**src/rtl/minimips_dmem_arbiter_pkg.sv**
```systemverilog
// Shared types and constants for the MiniMIPS data-memory arbiter slice.
package minimips_pkg;

  // Arbiter sequencing states: one access walks IDLE -> ISSUE -> (WAIT) -> DONE.
  typedef enum logic [1:0] {
    IDLE  = 2'd0,
    ISSUE = 2'd1,
    WAIT  = 2'd2,
    DONE  = 2'd3
  } state_t;

  // Which requester owns the memory for the access in flight.
  typedef enum logic {
    REQ_CPU = 1'b0,
    REQ_LDR = 1'b1
  } req_t;

  localparam int DW_DEFAULT  = 32;
  localparam int MEM_LAT_MIN = 1;
  localparam int MEM_LAT_MAX = 7;
  localparam int CNT_W       = 3;

  // Latency counter preload; out-of-range latencies are clamped to the legal range.
  function automatic logic [CNT_W-1:0] lat_cnt_init(input int lat);
    int l;
    l = lat;
    if (l < MEM_LAT_MIN) begin
      l = MEM_LAT_MIN;
    end else if (l > MEM_LAT_MAX) begin
      l = MEM_LAT_MAX;
    end else begin
      l = lat;
    end
    return CNT_W'(l - 1);
  endfunction

endpackage

```
**src/rtl/minimips_dmem_arbiter_if.sv**
```systemverilog
// Bus bundle between the CPU load/store path, the loader port and the data memory.
interface minimips_dmem_arbiter_if
  import minimips_pkg::*;
#(
  parameter int AW = 8,
  parameter int DW = DW_DEFAULT
) ();

  logic          cpu_req;
  logic          cpu_we;
  logic [AW-1:0] cpu_addr;
  logic [DW-1:0] cpu_wdata;
  logic          cpu_done;
  logic [DW-1:0] cpu_rdata;
  logic          cpu_stall;

  logic          ldr_req;
  logic          ldr_we;
  logic [AW-1:0] ldr_addr;
  logic [DW-1:0] ldr_wdata;
  logic          ldr_done;
  logic [DW-1:0] ldr_rdata;

  logic          mem_en;
  logic          mem_we;
  logic [AW-1:0] mem_addr;
  logic [DW-1:0] mem_wdata;
  logic [DW-1:0] mem_rdata;

  // Arbiter side.
  modport slave (
    input  cpu_req, cpu_we, cpu_addr, cpu_wdata,
    output cpu_done, cpu_rdata, cpu_stall,
    input  ldr_req, ldr_we, ldr_addr, ldr_wdata,
    output ldr_done, ldr_rdata,
    output mem_en, mem_we, mem_addr, mem_wdata,
    input  mem_rdata
  );

  // Requesters and memory side.
  modport master (
    output cpu_req, cpu_we, cpu_addr, cpu_wdata,
    input  cpu_done, cpu_rdata, cpu_stall,
    output ldr_req, ldr_we, ldr_addr, ldr_wdata,
    input  ldr_done, ldr_rdata,
    input  mem_en, mem_we, mem_addr, mem_wdata,
    output mem_rdata
  );

endinterface

```
**src/rtl/minimips_dmem_arbiter_rr_arb2.sv**
```systemverilog
// Two-way round-robin pick between CPU and loader with a last-grant register.
module minimips_rr_arb2
  import minimips_pkg::*;
(
  input  logic clk,
  input  logic rst_n,
  input  logic cpu_req,
  input  logic ldr_req,
  input  logic update,
  output logic grant_valid,
  output req_t grant
);

  req_t last_grant_r;

  // Pick the winner; on a tie the requester that did not win last time goes.
  always_comb begin
    grant_valid = cpu_req | ldr_req;
    grant       = REQ_CPU;
    if (cpu_req && ldr_req) begin
      if (last_grant_r == REQ_LDR) begin
        grant = REQ_CPU;
      end else begin
        grant = REQ_LDR;
      end
    end else if (ldr_req) begin
      grant = REQ_LDR;
    end else begin
      grant = REQ_CPU;
    end
  end

  // Remember the last winner; reset favours the CPU on the first tie.
  always_ff @(posedge clk) begin
    if (!rst_n) begin
      last_grant_r <= REQ_LDR;
    end else if (update) begin
      last_grant_r <= grant;
    end else begin
      last_grant_r <= last_grant_r;
    end
  end

endmodule

```
**src/rtl/minimips_dmem_arbiter.sv**
```systemverilog
// Shares the single-port data memory between the CPU and the loader port,
// sequencing each access through a fixed-latency synchronous memory.
module minimips_dmem_arbiter
  import minimips_pkg::*;
#(
  parameter int AW      = 8,
  parameter int DW      = DW_DEFAULT,
  parameter int MEM_LAT = 1
) (
  input  logic                   clk,
  input  logic                   rst_n,
  minimips_dmem_arbiter_if.slave bus
);

  localparam logic [CNT_W-1:0] CNT_INIT = lat_cnt_init(MEM_LAT);
  localparam logic [CNT_W-1:0] CNT_ONE  = CNT_W'(1);
  localparam logic [CNT_W-1:0] CNT_ZERO = CNT_W'(0);

  state_t           state_r;
  state_t           state_s;
  logic [CNT_W-1:0] cnt_r;
  req_t             owner_r;
  logic             grant_valid_s;
  req_t             grant_s;
  logic             update_s;
  logic             done_go_s;
  logic             sel_we_s;
  logic [AW-1:0]    sel_addr_s;
  logic [DW-1:0]    sel_wdata_s;

  logic             mem_en_r;
  logic             mem_we_r;
  logic [AW-1:0]    mem_addr_r;
  logic [DW-1:0]    mem_wdata_r;
  logic             cpu_done_r;
  logic             ldr_done_r;
  logic [DW-1:0]    cpu_rdata_r;
  logic [DW-1:0]    ldr_rdata_r;

  minimips_rr_arb2 u_rr_arb2 (
    .clk         (clk),
    .rst_n       (rst_n),
    .cpu_req     (bus.cpu_req),
    .ldr_req     (bus.ldr_req),
    .update      (update_s),
    .grant_valid (grant_valid_s),
    .grant       (grant_s)
  );

  // Requests are only looked at in IDLE; DONE is entered for exactly one cycle.
  assign update_s  = (state_r == IDLE) && grant_valid_s;
  assign done_go_s = (state_s == DONE);

  // Next-state logic for the access sequencer.
  always_comb begin
    state_s = state_r;
    case (state_r)
      IDLE: begin
        if (grant_valid_s) begin
          state_s = ISSUE;
        end else begin
          state_s = IDLE;
        end
      end
      ISSUE: begin
        if (CNT_INIT == CNT_ZERO) begin
          state_s = DONE;
        end else begin
          state_s = WAIT;
        end
      end
      WAIT: begin
        if (cnt_r <= CNT_ONE) begin
          state_s = DONE;
        end else begin
          state_s = WAIT;
        end
      end
      DONE:    state_s = IDLE;
      default: state_s = IDLE;
    endcase
  end

  // Winner's fields, muxed so they can be captured on the grant edge.
  always_comb begin
    if (grant_s == REQ_LDR) begin
      sel_we_s    = bus.ldr_we;
      sel_addr_s  = bus.ldr_addr;
      sel_wdata_s = bus.ldr_wdata;
    end else begin
      sel_we_s    = bus.cpu_we;
      sel_addr_s  = bus.cpu_addr;
      sel_wdata_s = bus.cpu_wdata;
    end
  end

  // State register and latency counter.
  always_ff @(posedge clk) begin
    if (!rst_n) begin
      state_r <= IDLE;
      cnt_r   <= CNT_ZERO;
    end else begin
      state_r <= state_s;
      case (state_r)
        ISSUE:   cnt_r <= CNT_INIT;
        WAIT:    cnt_r <= cnt_r - CNT_ONE;
        default: cnt_r <= cnt_r;
      endcase
    end
  end

  // Memory strobe, captured access fields, done pulses and read-data holding registers.
  always_ff @(posedge clk) begin
    if (!rst_n) begin
      owner_r     <= REQ_CPU;
      mem_en_r    <= 1'b0;
      mem_we_r    <= 1'b0;
      mem_addr_r  <= {AW{1'b0}};
      mem_wdata_r <= {DW{1'b0}};
      cpu_done_r  <= 1'b0;
      ldr_done_r  <= 1'b0;
      cpu_rdata_r <= {DW{1'b0}};
      ldr_rdata_r <= {DW{1'b0}};
    end else begin
      mem_en_r <= update_s;
      if (update_s) begin
        owner_r     <= grant_s;
        mem_we_r    <= sel_we_s;
        mem_addr_r  <= sel_addr_s;
        mem_wdata_r <= sel_wdata_s;
      end
      cpu_done_r <= done_go_s && (owner_r == REQ_CPU);
      ldr_done_r <= done_go_s && (owner_r == REQ_LDR);
      // Load data is taken on the edge entering DONE so it is valid with done.
      if (done_go_s && !mem_we_r) begin
        if (owner_r == REQ_CPU) begin
          cpu_rdata_r <= bus.mem_rdata;
        end else begin
          ldr_rdata_r <= bus.mem_rdata;
        end
      end
    end
  end

  assign bus.mem_en    = mem_en_r;
  assign bus.mem_we    = mem_we_r;
  assign bus.mem_addr  = mem_addr_r;
  assign bus.mem_wdata = mem_wdata_r;
  assign bus.cpu_done  = cpu_done_r;
  assign bus.ldr_done  = ldr_done_r;
  assign bus.cpu_rdata = cpu_rdata_r;
  assign bus.ldr_rdata = ldr_rdata_r;
  // The core must freeze in the same cycle it raises a request.
  assign bus.cpu_stall = bus.cpu_req & ~cpu_done_r;

endmodule
```
**src/flat_wrapper.sv**
```systemverilog
// flat-port wrapper written by rule: the top's interface ports become plain ports
module minimips_dmem_arbiter_flat import minimips_pkg::*;
#(
  parameter int AW      = 8,
  parameter int DW      = DW_DEFAULT,
  parameter int MEM_LAT = 1
)
  (clk, rst_n, bus_cpu_req, bus_cpu_we, bus_cpu_addr, bus_cpu_wdata, bus_cpu_done, bus_cpu_rdata, bus_cpu_stall, bus_ldr_req, bus_ldr_we, bus_ldr_addr, bus_ldr_wdata, bus_ldr_done, bus_ldr_rdata, bus_mem_en, bus_mem_we, bus_mem_addr, bus_mem_wdata, bus_mem_rdata);
  minimips_dmem_arbiter_if #(.AW(AW), .DW(DW)) bus_i ();
  input  logic clk;
  input  logic rst_n;
  input wire logic [$bits(bus_i.cpu_req)-1:0] bus_cpu_req;
  input wire logic [$bits(bus_i.cpu_we)-1:0] bus_cpu_we;
  input wire logic [$bits(bus_i.cpu_addr)-1:0] bus_cpu_addr;
  input wire logic [$bits(bus_i.cpu_wdata)-1:0] bus_cpu_wdata;
  output wire logic [$bits(bus_i.cpu_done)-1:0] bus_cpu_done;
  output wire logic [$bits(bus_i.cpu_rdata)-1:0] bus_cpu_rdata;
  output wire logic [$bits(bus_i.cpu_stall)-1:0] bus_cpu_stall;
  input wire logic [$bits(bus_i.ldr_req)-1:0] bus_ldr_req;
  input wire logic [$bits(bus_i.ldr_we)-1:0] bus_ldr_we;
  input wire logic [$bits(bus_i.ldr_addr)-1:0] bus_ldr_addr;
  input wire logic [$bits(bus_i.ldr_wdata)-1:0] bus_ldr_wdata;
  output wire logic [$bits(bus_i.ldr_done)-1:0] bus_ldr_done;
  output wire logic [$bits(bus_i.ldr_rdata)-1:0] bus_ldr_rdata;
  output wire logic [$bits(bus_i.mem_en)-1:0] bus_mem_en;
  output wire logic [$bits(bus_i.mem_we)-1:0] bus_mem_we;
  output wire logic [$bits(bus_i.mem_addr)-1:0] bus_mem_addr;
  output wire logic [$bits(bus_i.mem_wdata)-1:0] bus_mem_wdata;
  input wire logic [$bits(bus_i.mem_rdata)-1:0] bus_mem_rdata;
  assign bus_i.cpu_req = bus_cpu_req;
  assign bus_i.cpu_we = bus_cpu_we;
  assign bus_i.cpu_addr = bus_cpu_addr;
  assign bus_i.cpu_wdata = bus_cpu_wdata;
  assign bus_cpu_done = bus_i.cpu_done;
  assign bus_cpu_rdata = bus_i.cpu_rdata;
  assign bus_cpu_stall = bus_i.cpu_stall;
  assign bus_i.ldr_req = bus_ldr_req;
  assign bus_i.ldr_we = bus_ldr_we;
  assign bus_i.ldr_addr = bus_ldr_addr;
  assign bus_i.ldr_wdata = bus_ldr_wdata;
  assign bus_ldr_done = bus_i.ldr_done;
  assign bus_ldr_rdata = bus_i.ldr_rdata;
  assign bus_mem_en = bus_i.mem_en;
  assign bus_mem_we = bus_i.mem_we;
  assign bus_mem_addr = bus_i.mem_addr;
  assign bus_mem_wdata = bus_i.mem_wdata;
  assign bus_i.mem_rdata = bus_mem_rdata;
  minimips_dmem_arbiter #(.AW(AW), .DW(DW), .MEM_LAT(MEM_LAT)) u_core (.clk(clk), .rst_n(rst_n), .bus(bus_i));
endmodule
```
**config.mk**
```make
export PLATFORM = sky130hd
export DESIGN_NAME = minimips_dmem_arbiter_flat
export DESIGN_NICKNAME = d
export VERILOG_FILES = /design/src/rtl/minimips_dmem_arbiter_pkg.sv /design/src/rtl/minimips_dmem_arbiter_if.sv /design/src/rtl/minimips_dmem_arbiter_rr_arb2.sv /design/src/rtl/minimips_dmem_arbiter.sv /design/src/flat_wrapper.sv
export SDC_FILE = /design/constraint.sdc
export NUM_CORES = 1
export LEC_CHECK = 0
export CORE_MARGIN = 4
export CORE_UTILIZATION = 37
export DETAILED_ROUTE_END_ITERATION = 12
export GPL_TIMING_DRIVEN = 0
export PLACE_DENSITY = 0.77
export SYNTH_ARGS = -nofsm -noshare
export SYNTH_HDL_FRONTEND = slang
export SYNTH_HIERARCHICAL = 1
export SYNTH_SLANG_ARGS = --single-unit
```
**constraint.sdc**
```tcl
create_clock -name clk -period 1.75 [get_ports clk]
set_input_delay 0.35 -clock clk [delete_from_list [all_inputs] [get_ports clk]]
set_output_delay 0.35 -clock clk [all_outputs]
set_load 0.01 [all_outputs]
```
==> impl_metrics.yaml <==
placement:
  dpl_cell_area_sq_um: 7230
  gp_congestion: 0.776
  dp.cells: 874
  portBuffers: 226
  pre_cts_ws_ps: -780
  dp.final_hpwl_mm: 11.3
yosys:
  ys.flop_type: "dfxtp_1"
  syn_area_sq_um: 4750
  synth_area_leaders: "dfxtp_1, mux2i_1, nand2_1"
  synth_top_area_cell: "dfxtp_1"
  synth_top_cell_area_share: 0.485
  async_flop_share: 0
  synth_fa_ha_area_frac: 0.0132
  syn_inst: 476
  synth_compound_area_frac: 0.101
  synth.distinct_cells: 27
  syn_area_per_cell_sq_um: 9.98
  yosys-mux-area-fraction: 0.226
  synth_edf_count: 0
  synth_xor_area_frac: 0
  yosysWarnings: 6
  synth_simple_gate_area_frac: 0.134
  synth_top_family_by_area: "multiplexers"
  yosysMostFrequentCell: "nand2_1"
  syn_nets: 599
  ys_top_cells_by_count: "nand2_1, dfxtp_1, mux2i_1, o211a_1, clkbuf_1"
  ys_seq_elements: 115
  yosysSeqAreaShare: 0.485
floorplan:
  rows: 41
  dieHeight_um: 121
  dieArea_sq_um: 14700
  io_pins: 227
  core_area_sq_um: 12600
  die_w_um: 121
  start_util: 0.376
finish:
  syn_to_final_growth_pct: 74.1
  fin_nets: 857
  post_layout_nonfiller_instances: 919
  multi_input_area_sq_um: 2290
  antenna_cells: 0
  design_area_sq_um: 8270
  drive_gt1_frac: 0.112
  seqCellArea_sq_um: 2300
  fill_cells: 1030
clock_network:
  cts_tree: "done"
  cts_sinks: 115
  cts_root_buf: "clkbuf_16"
  max-clock-path-buffers: 2
  cts.htree.levels: 4
  cts_hold_buffers: 0
  clk_pin_slew_ps: 50
  worstSkewPairLatency_ps: 400
  cts_buffers: 17
timing:
  final.setup.worst_slack_ps: -95.4
  clock.fmax_mhz: 542
  finClkSkew_ps: 7.09
  hold_violations: 0
  rsz0062_at_grt: "true"
  layout_worst_path_cycle_share: 1.05
  timing.hold.ws_ps: 457
  slew_headroom: 0.645
  min_period_ps: 1850
  slew_viol_final: 0
  worst_slew_pin_slew_ps: 532
  finalSetupViolCount: 64
worst_setup_path:
  r2r-end: "u_core/bus.ldr_rdata[14]"
  crit_type: "reg -> reg"
  startpoint_type: "flip-flop"
  setup.worst_path.end_class: "flip-flop"
  critPathRequiredTime_ps: 2070
  crit_cells: 8
  crit_slowest_cell: "dfxtp_2"
  timing.rr.start: "u_core/state_r[1]"
  path_max_fanout: 8
  cpMostUsedCell: "buf_12"
  path_cells: "buf_6 -> ha_4 -> inv_2 -> o41ai_4 -> and4b_1 -> buf_12 -> buf_12 -> mux2i_1"
  worst-path-buf-inv: 4
  rr_worst_depth: 8
  arrival_ps: 2160
  path_delay_family: "buffers and inverters"
  critPathLaunch: "u_core/state_r[1]"
  rrSetupSlack_ps: -100
  slowest_delay_ps: 350
status:
  outcome: "finished, violations left"
  failed_checks: "negative setup slack"
detailed_routing:
  vias: 4401
  drt_first_iter_violations: 187
  vias_per_cell: 4.79
  antenna_left: 0
  drc: 0
  wl_per_cell_um: 16.3
  firstDrtPassIters: 4
  drt_wl_total_mm: 15.0
min_path:
  worstHoldStart: "u_core/bus.ldr_rdata[4]"
  hold_class: "reg -> reg"
  hold_depth: 2
  holdPathEnd: "u_core/bus.ldr_rdata[4]"
global_route:
  gr-total-overflow: 0
  gr-usage-all-layers: 0.199
  grt_max_degree: 17
  grt_pass1_vias: 4751
  grt_pass1_wl_mm: 23.1
  antenna_found_initial: 0
power_and_ir_drop:
  power_mw: 10.7
  leakagePower_nw: 3.70
  vdd_drop_max_mv: 0.609
  pwr_density_cell_nw_per_um2: 1300
run:
  cap_violations: 0
-- registers in the layout (all words and copies together) (netlist names) --
name                           flops
u_core/bus.cpu_done                1
u_core/bus.cpu_rdata              32
u_core/bus.ldr_done                1
u_core/bus.ldr_rdata              32
u_core/bus.mem_addr                8
u_core/bus.mem_en                  1
u_core/bus.mem_wdata              32
u_core/bus.mem_we                  1
u_core/cnt_r                       3
u_core/owner_r                     1
u_core/state_r                     2
u_core/u_rr_arb2/last_grant_r      1
-- metrics by stage --
step / util / TNS, ps
2_1_floorplan: - / 0
3_3_place_gp: 0.573 / -68030
3_5_place_dp: 0.573 / -69480
4_1_cts: 0.645 / -60.4
5_1_grt: 0.655 / -8600
6_report: 0.655 / -3290
-- cells in the final DEF, fill, tap and decap left out, drive strengths merged --
cell type and count:
bufinv 5, and4b 1, clkinv 3, a21boi 2, dlygate4sd2 2, nor2 2, clkbuf 48, o211a 41
clkinvlp 1, nand2 140, o41ai 1, nor2b 3, and3 2, nand4b 1, inv 6, buf 26
o22ai 1, a211o 1, or2 1, and2 5, clkdlybuf4s50 224, dfxtp 115, nand3 2, mux2i 107
ha 5, o21ai 2
-- worst register-to-register path: cells and delay by family (launching register included) --
family / cells / cell delay [ps]
and+or+nand+nor: 1 / 290
buffers and inverters: 4 / 450
AOI/OAI and AO/OA: 1 / 340
adders and majority gates: 1 / 130
muxes: 1 / 210
DFF: 1 / 350
-- final cells by class --
| type | instances | share of cell area |
|---|---|---|
| timing repair buffer | 241 | 0.297 |
| clock inverter | 9 | 0.0209 |
| inverter | 6 | 0.00303 |
| clock buffer | 23 | 0.0602 |
| buffer | 36 | 0.0360 |
| sequential | 115 | 0.279 |
| tap | 172 | 0.0260 |
| multi-input combinational | 317 | 0.278 |
-- cells by family after synthesis --
logic type / after synthesis
simple gates: 157
flops: 115
mux: 107
compound gates: 48
buf+inv: 44
fa+ha+maj: 5
-- timing repair --
action	4_1_cts	5_1_grt
cloned	2	2
pin swaps	2	3
endpoints found under the setup margin	110	99
buffers inserted	8	3
resized for setup	47	27
-- metal layers --
metal / vias up / wire length [um] / global-route usage
li1: 2144 / - / -
met1: 2058 / 5960 / 0.218
met2: 188 / 7610 / 0.351
met3: 11 / 1290 / 0.0839
met4: 0 / 138 / 0.0560
met5: - / 0 / 0
-- power breakdown --
group	total [mW]	internal [mW]	leakage [nW]	switching, mW
combinational	3.46	1.96	2.43	1.50
clock	3.87	2.71	0.329	1.16
sequential	3.39	3.11	0.942	0.283
total	10.7	7.78	3.70	2.94
-- worst max-delay path by stage --
stage | to
after CTS | u_core/bus.ldr_rdata[14]
after floorplan | u_core/bus.ldr_rdata[10]
after global placement | u_core/u_rr_arb2/last_grant_r
after detailed placement | u_core/u_rr_arb2/last_grant_r
final | u_core/bus.ldr_rdata[14]
after global routing | u_core/bus.ldr_rdata[25]
Power figures use the tool's default switching activity.
==> patch (same flow settings) <==
Change the package constant `CNT_W` from 3 to 6.
--- a/src/rtl/minimips_dmem_arbiter_pkg.sv
+++ b/src/rtl/minimips_dmem_arbiter_pkg.sv
@@ -20,3 +20,3 @@
   localparam int MEM_LAT_MAX = 7;
-  localparam int CNT_W       = 3;
+  localparam int CNT_W       = 6;
 
Check against the original RTL: same outputs for any inputs over 10 cycles, from zero or initial values and one cycle with rst_n low; that may be too few to reach the edited logic, so the function may still have changed.
==> patch against the unedited design <==
The run still ends with negative setup slack left. Final area increased by 1.2%. Sequential cell count up 3. Critical path depth grew 1. Synthesized area rose by 2.8%. Worst setup slack got worse by 380 ps. Die area grew 2.6%. Via count grew 3.3%. Routed wire length is 3.3% higher. Cell count grew 1.6%. Sequential power increased by 6.2%. Power up 1.4%. Largest cell class unchanged. Largest power group is now combinational logic.
==> patch: results <==
group,metric,value,unit
cts,clk_pin_slew_worst_paths,60,ps
routing,met1_length,5930,um
placement,place.gp.congestion,0.805,
sta,tightestPinTransition,537,ps
status,failed_checks,"negative setup slack",
cells_and_area,drive_above_1_share,11.9,%
sta,fin_setup_tns,-26670,ps
grt,grt_first_pass_wirelength,23400,um
synthesis,seq_area_frac_synth,48.4,%
cells_and_area,finalNetCount,873,
routing,wl_met2,7740,um
placement,place_ws,-979,ps
critical_path,required,2070,ps
synthesis,synthesis.nets,614,
placement,dp_hpwl,11700,um
status,status,"finished, violations left",
routing,drt-wirelength-per-cell,16.6,um
synthesis,yosys-top-cells-area,"dfxtp_1 48%, mux2i_1 22%, nand2_1 11%",
synthesis,synth_common_cells,"140 x nand2_1, 118 x dfxtp_1, 107 x mux2i_1, 41 x o211a_1, 27 x clkbuf_1",
cts,cts_max_level,4,
grt,grt_pass1_vias,4722,
routing,via_per_inst,4.87,
cells_and_area,fillers,971,
sta,fin_ws,-475,ps
routing,wl_met3,1610,um
power,p_leak,3.73,nW
power,ir_drop,0.683,mV
grt,grt_usage,19.9,%
routing,drt-initial-drc-count,218,
placement,portBuffers,226,
sta,setup_viol,66,
patch: cell types whose count changed after synthesis, moves of 2 or more:
cell / change
and2_1: -2
buf_1: +4
buf_2: -4
dfxtp_1: +3
nor2_1: +8
o21ai_0: -2
xnor2_1: +3
xor2_1: +2
patch: path summary, 6_finish.rpt:
check                                                            from                               endpoint  slack [ps]  cells after the start
worst max-delay path                     u_core/state_r[0]$_SDFF_PN0_  u_core/bus.ldr_rdata[21]$_SDFFE_PN0P_        -480                      9
worst min-delay path            u_core/bus.ldr_rdata[29]$_SDFFE_PN0P_  u_core/bus.ldr_rdata[29]$_SDFFE_PN0P_         460                      2
worst max register to register           u_core/state_r[0]$_SDFF_PN0_  u_core/bus.ldr_rdata[21]$_SDFFE_PN0P_        -480                      9
worst min register to register  u_core/bus.ldr_rdata[29]$_SDFFE_PN0P_  u_core/bus.ldr_rdata[29]$_SDFFE_PN0P_         460                      2
patch: cell type report:
class | count | area [um^2] | area share [%]
Timing Repair Buffer | 242 | 2490 | 29.7
Multi-Input combinational cell | 328 | 2390 | 28.6
Sequential cell | 118 | 2360 | 28.3
Clock buffer | 19 | 433 | 5.17
Buffer | 36 | 292 | 3.48
Tap cell | 172 | 215 | 2.57
Clock inverter | 13 | 158 | 1.88
Inverter | 6 | 25.0 | 0.299
patch: worst max-delay path, cell delays in order (launching register included):
cell and delay, ps:
dfxtp_2 350, inv_4 60, ha_4 150, or4b_4 480, o41ai_4 250, and4b_1 280
buf_6 150, buf_12 110, buf_12 110, mux2i_1 200
patch: layer usage:
layer,up-vias,GRT usage (%)
met1,2134,21.7
met2,205,35.0
li1,2188,-
met3,19,8.06
met5,-,0
met4,0,6.16
patch: repair_timing:
item / CTS / global route
gates resized for setup: 43 / 25
cloned: 3 / 0
hold buffers: 0 / 0
pin swaps: 0 / 2
endpoints found under the setup margin: 115 / 106
buffers inserted: 10 / 4
patch: power breakdown:
| part | internal (mW) | switching (mW) |
|---|---|---|
| registers | 3.24 | 0.362 |
| logic | 2.15 | 1.68 |
| clock network | 2.23 | 1.21 |
patch: per-stage QoR:
stage                     total power, mW  hold slack [ps]  instance area [um^2]  cells
final                                10.9              457                  8370    934
after global routing                 11.4              472                  8370    934
after CTS                            10.8              454                  8300    932
after detailed placement             7.05              446                  7410    888
after global placement               6.93              441                  7410    888
after floorplan                      5.40              429                  4930    490
patch: cells by family (layout without fill, tap and decap cells):
group | after synthesis | in the layout | synth area share [%]
AO/OA/AOI/OAI | 46 | 46 | 9.56
XOR/XNOR | 5 | 5 | 0.897
adder cells (fa/ha/maj) | 6 | 6 | 1.54
buffers and inverters | 44 | 316 | 4.00
flip-flops | 118 | 118 | 48.4
multiplexers | 107 | 107 | 21.9
AND/OR/NAND/NOR | 164 | 164 | 13.7
